<file path="src/rtl/controller_pkg.sv">
// rtl/controller_pkg.sv - shared state encoding and sizing helpers for multi_pad_controller
package controller_pkg;

    typedef enum logic [2:0] {
        IDLE,
        LATCH,
        LOW,
        HIGH,
        DONE
    } ctrl_state_t;

    function automatic int max2(input int a, input int b);
        return (a > b) ? a : b;
    endfunction

    // Width able to hold 0..max_count without wrapping.
    function automatic int cnt_width(input int max_count);
        return (max_count < 1) ? 1 : $clog2(max_count + 1);
    endfunction

    // Cycles from the first sample-high cycle to the ready cycle, inclusive.
    function automatic int frame_cycles(input int latch_cycles, input int num_buttons,
                                        input int clk_div);
        return latch_cycles + num_buttons * clk_div + (num_buttons - 1) * clk_div + 1;
    endfunction

endpackage

</file>
<file path="src/rtl/pad_phase_timer.sv">
// rtl/pad_phase_timer.sv - loadable down-counter; o_done is high while the count is zero
module pad_phase_timer
    import controller_pkg::*;
#(
    parameter int WIDTH      = 8,
    parameter int INIT_VALUE = 0
) (
    input  logic             i_clk,
    input  logic             i_rst_n,
    input  logic             i_load,
    input  logic [WIDTH-1:0] i_value,
    output logic             o_done
);

    logic [WIDTH-1:0] r_cnt;

    always_ff @(posedge i_clk or negedge i_rst_n) begin
        if (!i_rst_n) begin
            r_cnt <= WIDTH'(INIT_VALUE);
        end else if (i_load) begin
            r_cnt <= i_value;
        end else if (r_cnt != '0) begin
            r_cnt <= r_cnt - 1'b1;
        end
    end

    assign o_done = (r_cnt == '0);

endmodule

</file>
<file path="src/rtl/multi_pad_controller.sv">
// rtl/multi_pad_controller.sv - shared-latch serial reader for NUM_PADS pads; optional CTRL_CHANGE_DETECT_EN
module multi_pad_controller
    import controller_pkg::*;
#(
    parameter int NUM_PADS      = 2,
    parameter int NUM_BUTTONS   = 16,
    parameter int CLK_DIV       = 30,
    parameter int LATCH_CYCLES  = 120,
    parameter int POLL_INTERVAL = 166667
) (
    input  logic                            SYSCLK,
    input  logic                            NSYSRESET,
    input  logic                            start,
    input  logic                            auto_en,
    input  logic [NUM_PADS-1:0]             data,
    output logic                            sample,
    output logic                            poll,
    output logic                            busy,
    output logic                            ready,
    output logic [NUM_PADS*NUM_BUTTONS-1:0] buttonData,
    output logic [NUM_PADS-1:0]             changed
);

    localparam int PW = cnt_width(max2(LATCH_CYCLES, CLK_DIV));
    localparam int IW = cnt_width(POLL_INTERVAL);
    localparam int KW = cnt_width(NUM_BUTTONS);
    localparam int BW = NUM_PADS * NUM_BUTTONS;

    ctrl_state_t     r_state;
    logic [KW-1:0]   r_k;
    logic [BW-1:0]   r_shift;
    logic [BW-1:0]   r_btn;
    logic            r_sample;
    logic            r_poll;
    logic            r_busy;
    logic            r_ready;
    logic            r_pending;

    logic            w_phase_done;
    logic            w_phase_load;
    logic [PW-1:0]   w_phase_val;
    logic            w_tick;
    logic            w_trig;
    logic            w_last_bit;
    logic [BW-1:0]   w_shift_next;

    pad_phase_timer #(
        .WIDTH      (PW),
        .INIT_VALUE (0)
    ) u_phase_timer (
        .i_clk   (SYSCLK),
        .i_rst_n (NSYSRESET),
        .i_load  (w_phase_load),
        .i_value (w_phase_val),
        .o_done  (w_phase_done)
    );

    // Starting at the terminal count makes the first tick land POLL_INTERVAL-1 cycles after reset.
    pad_phase_timer #(
        .WIDTH      (IW),
        .INIT_VALUE (POLL_INTERVAL - 1)
    ) u_interval_timer (
        .i_clk   (SYSCLK),
        .i_rst_n (NSYSRESET),
        .i_load  (w_tick),
        .i_value (IW'(POLL_INTERVAL - 1)),
        .o_done  (w_tick)
    );

    assign w_trig     = start | (auto_en & w_tick);
    assign w_last_bit = (r_k == KW'(NUM_BUTTONS - 1));

    always_comb begin
        w_phase_load = 1'b0;
        w_phase_val  = PW'(CLK_DIV - 1);
        case (r_state)
            IDLE: begin
                w_phase_load = w_trig | r_pending;
                w_phase_val  = PW'(LATCH_CYCLES - 1);
            end
            LATCH, LOW, HIGH: w_phase_load = w_phase_done;
            default: ;
        endcase
    end

    // Shift image with the current bit of every pad merged in, so DONE never sees a stale bit.
    always_comb begin
        w_shift_next = r_shift;
        for (int p = 0; p < NUM_PADS; p++) begin
            for (int b = 0; b < NUM_BUTTONS; b++) begin
                if (KW'(b) == r_k) begin
                    w_shift_next[p*NUM_BUTTONS + b] = ~data[p];
                end
            end
        end
    end

`ifdef CTRL_CHANGE_DETECT_EN
    logic [NUM_PADS-1:0] r_changed;
    logic [NUM_PADS-1:0] w_diff;

    always_comb begin
        w_diff = '0;
        for (int p = 0; p < NUM_PADS; p++) begin
            w_diff[p] = (w_shift_next[p*NUM_BUTTONS +: NUM_BUTTONS] !=
                         r_btn[p*NUM_BUTTONS +: NUM_BUTTONS]);
        end
    end
`endif

    always_ff @(posedge SYSCLK or negedge NSYSRESET) begin
        if (!NSYSRESET) begin
            r_state   <= IDLE;
            r_k       <= '0;
            r_shift   <= '0;
            r_btn     <= '0;
            r_sample  <= 1'b0;
            r_poll    <= 1'b0;
            r_busy    <= 1'b0;
            r_ready   <= 1'b0;
            r_pending <= 1'b0;
`ifdef CTRL_CHANGE_DETECT_EN
            r_changed <= '0;
`endif
        end else begin
            if (r_state != IDLE && w_trig) begin
                r_pending <= 1'b1;
            end
            case (r_state)
                IDLE: begin
                    if (w_trig || r_pending) begin
                        r_state   <= LATCH;
                        r_sample  <= 1'b1;
                        r_busy    <= 1'b1;
                        r_pending <= 1'b0;
                    end
                end
                LATCH: begin
                    if (w_phase_done) begin
                        r_state  <= LOW;
                        r_sample <= 1'b0;
                        r_k      <= '0;
                    end
                end
                LOW: begin
                    if (w_phase_done) begin
                        r_shift <= w_shift_next;
                        if (w_last_bit) begin
                            r_state <= DONE;
                            r_btn   <= w_shift_next;
                            r_ready <= 1'b1;
`ifdef CTRL_CHANGE_DETECT_EN
                            r_changed <= w_diff;
`endif
                        end else begin
                            r_state <= HIGH;
                            r_poll  <= 1'b1;
                        end
                    end
                end
                HIGH: begin
                    if (w_phase_done) begin
                        r_state <= LOW;
                        r_poll  <= 1'b0;
                        r_k     <= r_k + 1'b1;
                    end
                end
                DONE: begin
                    r_state <= IDLE;
                    r_busy  <= 1'b0;
                    r_ready <= 1'b0;
`ifdef CTRL_CHANGE_DETECT_EN
                    r_changed <= '0;
`endif
                end
                default: r_state <= IDLE;
            endcase
        end
    end

    assign sample     = r_sample;
    assign poll       = r_poll;
    assign busy       = r_busy;
    assign ready      = r_ready;
    assign buttonData = r_btn;
`ifdef CTRL_CHANGE_DETECT_EN
    assign changed    = r_changed;
`else
    assign changed    = '0;
`endif

endmodule

</file>
<file path="config.mk">
export PLATFORM = sky130hd
export DESIGN_NAME = multi_pad_controller
export DESIGN_NICKNAME = d
export VERILOG_FILES = /design/src/rtl/controller_pkg.sv /design/src/rtl/pad_phase_timer.sv /design/src/rtl/multi_pad_controller.sv
export SDC_FILE = /design/constraint.sdc
export NUM_CORES = 1
export LEC_CHECK = 0
export ABC_AREA = 1
export ABC_CLOCK_PERIOD_IN_PS = 3830
export CAP_MARGIN = 20
export CORE_MARGIN = 1.5
export CORE_UTILIZATION = 61
export CTS_CLUSTER_DIAMETER = 200
export DETAILED_ROUTE_END_ITERATION = 12
export MAX_ROUTING_LAYER = met4
export PLACE_DENSITY_LB_ADDON = 0.2
export SLEW_MARGIN = 20
export SYNTH_ARGS = -nofsm -noshare
export SYNTH_HDL_FRONTEND = slang
export SYNTH_SLANG_ARGS = --single-unit
</file>
<file path="constraint.sdc">
create_clock -name SYSCLK -period 3.83 [get_ports SYSCLK]
set_input_delay 0.766 -clock SYSCLK [delete_from_list [all_inputs] [get_ports SYSCLK]]
set_output_delay 0.766 -clock SYSCLK [all_outputs]
set_load 0.01 [all_outputs]
</file>
==> results of run 1 <==
report_power, final:
| part | switching (W) | internal (W) |
|---|---|---|
| logic | 0.0000294 | 0.00000851 |
| registers | 0.000000630 | 0.00106 |
| clock network | 0.000381 | 0.000267 |
final timing paths:
check	cells after the start	startpoint	end	slack, ps
setup / recovery	1	buttonData[12]$_DFFE_PN0P_	buttonData[12]	1760
hold / removal	1	u_interval_timer.r_cnt[0]$_DFF_PN0_	u_interval_timer.r_cnt[0]$_DFF_PN0_	440
setup reg to reg	7	u_phase_timer.r_cnt[0]$_DFFE_PN0P_	r_shift[21]$_DFFE_PN0P_	1780
hold reg to reg	1	u_interval_timer.r_cnt[0]$_DFF_PN0_	u_interval_timer.r_cnt[0]$_DFF_PN0_	440
max in group asynchronous	2	NSYSRESET	buttonData[6]$_DFFE_PN0P_	2560
min in group asynchronous	1	NSYSRESET	u_interval_timer.r_cnt[10]$_DFF_PN0_	480
final cells by class:
type / instances / area (µm²)
Sequential cell: 100 / 2510
Fill cell: 577 / 2060
Multi-Input combinational cell: 367 / 1780
Timing Repair Buffer: 43 / 423
Inverter: 44 / 165
Clock buffer: 10 / 138
Tap cell: 99 / 124
Clock inverter: 6 / 53.8
cell usage in the layout (no fill, tap or decap), drive strengths merged, types with 8 or more instances in the layout:
cell	instances
inv	48
nor3	8
clkdlybuf4s50	40
clkbuf	10
dfrtp	93
nand2	110
o21ai	76
nand3	19
a21oi	42
nor2	80
ha	8
logic make-up after synthesis:
kind of cell / synth area share (%)
AOI/OAI and AO/OA: 13.9
xor gates and xnor gates: 1.73
adders and majority gates: 2.19
buffers and inverters: 6.06
DFF: 55.1
other: 0.0822
and+or+nand+nor: 20.9
state kept, by name, indices dropped and copies added, names as in the netlist:
register and count:
r_state 3, buttonData 32, busy 1, sample 1, r_k 5, u_interval_timer.r_cnt 18, r_shift 30, poll 1
r_pending 1, ready 1, u_phase_timer.r_cnt 7
routing by layer:
layer  GRT usage, %  vias to the layer above  part of all wire, %
li1               -                     1786                    -
met1           35.6                     1740                   47
met2           38.6                       86                   48
met3           4.71                        6                  4.0
met4           8.25                        0                  1.1
met5              -                        -                    0
metrics by stage:
stage | hold slack [ps] | std cells
6_report | 441 | 669
5_1_grt | 470 | 669
4_1_cts | 446 | 669
3_5_place_dp | 434 | 653
3_3_place_gp | 415 | 653
2_1_floorplan | 403 | 532
==> flow_metrics.tcl, run 1 <==
set metrics [dict create \
    yosys_warnings 0 \
    tns_ps 0 \
    io_buffers 41 \
    grt_pass1_wl_mm 15.2 \
    min_period_ps 2070 \
    clock-sinks 100 \
    postCtsResizedCells 0 \
    seq_area_frac_synth_pct 55.1 \
    start_util_pct 62.9 \
    avgSynthCellArea_um2 8.59 \
    synth_area_um2 4560 \
    wl_mm 9.00 \
    p_total_w 0.00174 \
    crit_buf_inv 1 \
    synth_flop_cell "dfrtp_1" \
    ys_seq_elements 100 \
    gp_congestion 0.923 \
    design.die.area_um2 8000 \
    rows 31 \
    io_pins 44 \
    vdd_drop_max_mv 0.185 \
    drt-initial-drc-count 257 \
    cts_buffers 9 \
    synth.cells.most_frequent "107 x nand2_1, 93 x dfrtp_1, 76 x nor2_1" \
    tightest_slew_ps 832 \
    leakagePower_nw 2.53 \
    syn2layout_area_growth_pct 13.8 \
    synthTopCellsByArea "dfrtp_1 51%, nand2_1 8.8%, nor2_1 6.3%" \
    cts_tree "built" \
    diodes 0 \
    async_reset_ff_share_pct 100 \
    drive_above_1_share_pct 6.67 \
    setup_slack_ps 1760 \
    dieWidth_um 89.5 \
    drc 0 \
    maxSlewViolCount 0 \
    wire_per_inst_um 13.4 \
    setup_viol 0 \
    clockBufferDepth 2 \
    slew_headroom_pct 44.5 \
    htree_levels 3 \
    nNetsFinal 579 \
    synth_most_common_cell "nand2_1" \
    post_dp_cell_area_um2 5000 \
    cp_data_required_time_ps 3060 \
    cp_max_fo 2 \
    synth_cell_types 35 \
    status "finished clean" \
    fmax_mhz 482 \
    critPathKind "reg -> out" \
    antenna_left 0 \
    via_per_inst 5.41 \
    yosys.area.top_type "dfrtp_1" \
    synth_top_cell_area_share_pct 51.0 \
    worstPathCellList "clkdlybuf4s50_1" \
    postCtsSetupBuffers 0 \
    grt_overflow 0 \
    first_pass_iters 5 \
    hp-class "reg -> reg" \
    die_h_um 89.5 \
    skew_ps 11.2 \
    clock_latency_ps 370 \
    grt_pass1_vias 3344 \
    coreArea_um2 7250 \
    cts-root-buf "clkbuf_8" \
    arrival_ps 1310 \
    path_delay_family "buffers and inverters" \
    hold_violations 0 \
    period_share_pct 54.2 \
    antenna_found_initial 0 \
    p_per_area_nw_per_um2 336 \
    vias 3618 \
    rsz0062_at_grt "false" \
    synth_edf_count 0 \
    post-dp-hpwl_mm 6.23 \
    slowest_stage "clkdlybuf4s50_1" \
    end_kind "output port" \
    utilization_pct 71.6 \
    cp-start-kind "flop" \
    max_stage_delay_ps 550 \
    clk_pin_slew_worst_paths_ps 90 \
    maxCapViolations 0 \
    grt_start_max_net_pins 67 \
    syn_inst 531 \
    grt.total_usage_pct 25.7 \
    dp_worst_setup_slack_ps 1600 \
    fin_area_um2 5190 \
    cts_hold_buf 0 \
]
No activity file was read; power rests on OpenSTA's default activity.
==> inputs of run 2 (changes only) <==
Settings changed: ABC_CLOCK_PERIOD_IN_PS 3830 to 2100, CORE_UTILIZATION 61 to 57.
Clock period 3.83 ns to 2.1 ns, I/O delays scaled along.
==> run 2 against run 1 <==
  * Flip-flop and latch count stayed put
  * Final area is 1.3% higher
  * Clock skew is 1.9 ps lower
==> flow_metrics.tcl, run 2 (synthesis gave the netlist of run 1 again) <==
set metrics [dict create \
    cts-root-buf "clkbuf_8" \
    hold_violations 0 \
    cp_max_fo 65 \
    pwr-share-clk_pct 38.3 \
    skew_ps 9.32 \
    diodes 0 \
    rsz0062_at_grt "false" \
    via_per_inst 5.31 \
    nNetsFinal 582 \
    start_util_pct 59.0 \
    maxSlewViolCount 0 \
    first_pass_iters 5 \
    path_delay_family "simple AND/OR/NAND/NOR gates" \
    drive_above_1_share_pct 6.63 \
    maxCapViolations 0 \
    cp-start-kind "flop" \
    p_int_w 0.00257 \
    reg2reg_from "u_phase_timer.r_cnt[0]$_DFFE_PN0P_" \
    reg2reg_depth 8 \
    tns_ps 0 \
    cp_data_required_time_ps 2340 \
    hp-class "reg -> reg" \
    fin_hold_ws_ps 432 \
    clockBufferDepth 2 \
    rows 32 \
    die_h_um 92.5 \
    leakagePower_nw 2.53 \
    clock-sinks 100 \
    gp_congestion 0.874 \
    crit_buf_inv 1 \
    grt_pass1_vias 3523 \
    p_per_area_nw_per_um2 617 \
    switchingPower_w 0.000680 \
    final_common_cell "nand2_1" \
    period_share_pct 87.1 \
    syn2layout_area_growth_pct 15.3 \
    clk_pin_slew_worst_paths_ps 90 \
    grt_overflow 0 \
    tightest_slew_ps 532 \
    grt_use_met1_pct 32.3 \
    slew_headroom_pct 64.2 \
    largest_reg_flops 32 \
    status "finished clean" \
    grt_pass1_wl_mm 16.0 \
    coreArea_um2 7730 \
    cts_tree "built" \
    mostFrequentLayoutCells "107 x nand2_1, 93 x dfrtp_1, 76 x nor2_1" \
    antenna_left 0 \
    utilization_pct 68.0 \
    fmax_mhz 547 \
    worstPathCellList "inv_1 -> ha_1 -> and2_4 -> nand2_4 -> nor2_8 -> nand2_8 -> nand2_1 -> o21ai_1" \
    power_frac_seq_pct 59.4 \
    grtUsageMet3_pct 5.25 \
    met2_usage_pct 38.2 \
    holdPathStages 1 \
    critPathKind "reg -> reg" \
    antenna_found_initial 0 \
    htree_levels 3 \
    io_buffers 41 \
    setup_viol 0 \
    io_pins 44 \
    wire_per_inst_um 13.2 \
    gr-max-usage-layer "met2" \
    wl_mm 8.91 \
    max_stage_delay_ps 370 \
    drc 0 \
    post-dp-hpwl_mm 6.33 \
    p_comb_share_pct 2.3 \
    vdd_drop_max_mv 0.542 \
    end_kind "flop" \
    grt.total_usage_pct 24.2 \
    swShare_pct 20.9 \
    r2r-end "buttonData[24]$_DFFE_PN0P_" \
    clock_latency_ps 370 \
    cts_buffers 9 \
    arrival_ps 2070 \
    hold_start "u_interval_timer.r_cnt[0]$_DFF_PN0_" \
    min_period_ps 1830 \
    whs_endpoint "u_interval_timer.r_cnt[0]$_DFF_PN0_" \
    drt-initial-drc-count 222 \
    vias 3582 \
    design.die.area_um2 8550 \
    grt_start_max_net_pins 66 \
    reg2reg_slack_ps 270 \
    dieWidth_um 92.5 \
    slowest_stage "dfrtp_1" \
]
-- run 2: worst max path at each step --
stage | start | endpoint | depth (start not counted)
floorplan | u_phase_timer.r_cnt[0]$_DFFE_PN0P_ | buttonData[16]$_DFFE_PN0P_ | 10
global placement | u_phase_timer.r_cnt[0]$_DFFE_PN0P_ | r_shift[20]$_DFFE_PN0P_ | 7
detailed placement | u_phase_timer.r_cnt[0]$_DFFE_PN0P_ | r_shift[13]$_DFFE_PN0P_ | 7
CTS | u_phase_timer.r_cnt[0]$_DFFE_PN0P_ | r_shift[13]$_DFFE_PN0P_ | 7
global route | u_interval_timer.r_cnt[10]$_DFF_PN0_ | u_interval_timer.r_cnt[17]$_DFF_PN1_ | 7
finish | u_phase_timer.r_cnt[0]$_DFFE_PN0P_ | buttonData[24]$_DFFE_PN0P_ | 8
-- run 2: cell type report --
type / instances / area, µm²
repair buffers: 46 / 460
fillers: 631 / 2470
inverters: 44 / 168
clock buffers: 13 / 159
multi-input cells: 367 / 1790
flip-flops and latches: 100 / 2510
clock inverters: 3 / 45.0
well taps: 102 / 128
-- run 2: power groups by stage --
stage	Combinational, W	Clock (W)	Sequential (W)
after floorplan	0.0000166	0	0.00197
after global placement	0.0000772	0	0.00197
after detailed placement	0.0000783	0	0.00197
after CTS	0.0000802	0.00128	0.00193
after global routing	0.0000894	0.00136	0.00193
final	0.0000762	0.00124	0.00193
-- run 2: metal layers --
metal	wire length [µm]	part of all wire, %	up-vias
met5	0	0	-
met4	74	0.83	0
met3	334	3.7	10
met2	4340	49	71
met1	4170	47	1705
li1	-	-	1796
-- run 2: worst reg2reg max path, cell delays in order (launching register included) --
cell and delay [ps]:
dfrtp_1 370, inv_1 120, ha_1 260, and2_4 190, nand2_4 110, nor2_8 160, nand2_8 230, nand2_1 180
o21ai_1 90
-- run 2: timing repair --
action / CTS / global route
setup buffers: 0 / 0
gates resized for setup: 0 / 3
endpoints found under the hold margin: 27 / 0
setup endpoints to repair: 0 / 36
hold buffers: 1 / 0
-- run 2: metrics by stage --
stage | cell area, µm² | std cells | total power (W) | worst slack (ps)
3_3_place_gp | 5030 | 658 | 0.00204 | 192
5_1_grt | 5260 | 675 | 0.00337 | 117
3_5_place_dp | 5030 | 658 | 0.00204 | 72.8
6_report | 5260 | 675 | 0.00324 | 271
2_1_floorplan | 4560 | 532 | 0.00198 | 474
4_1_cts | 5250 | 675 | 0.00329 | 51.3
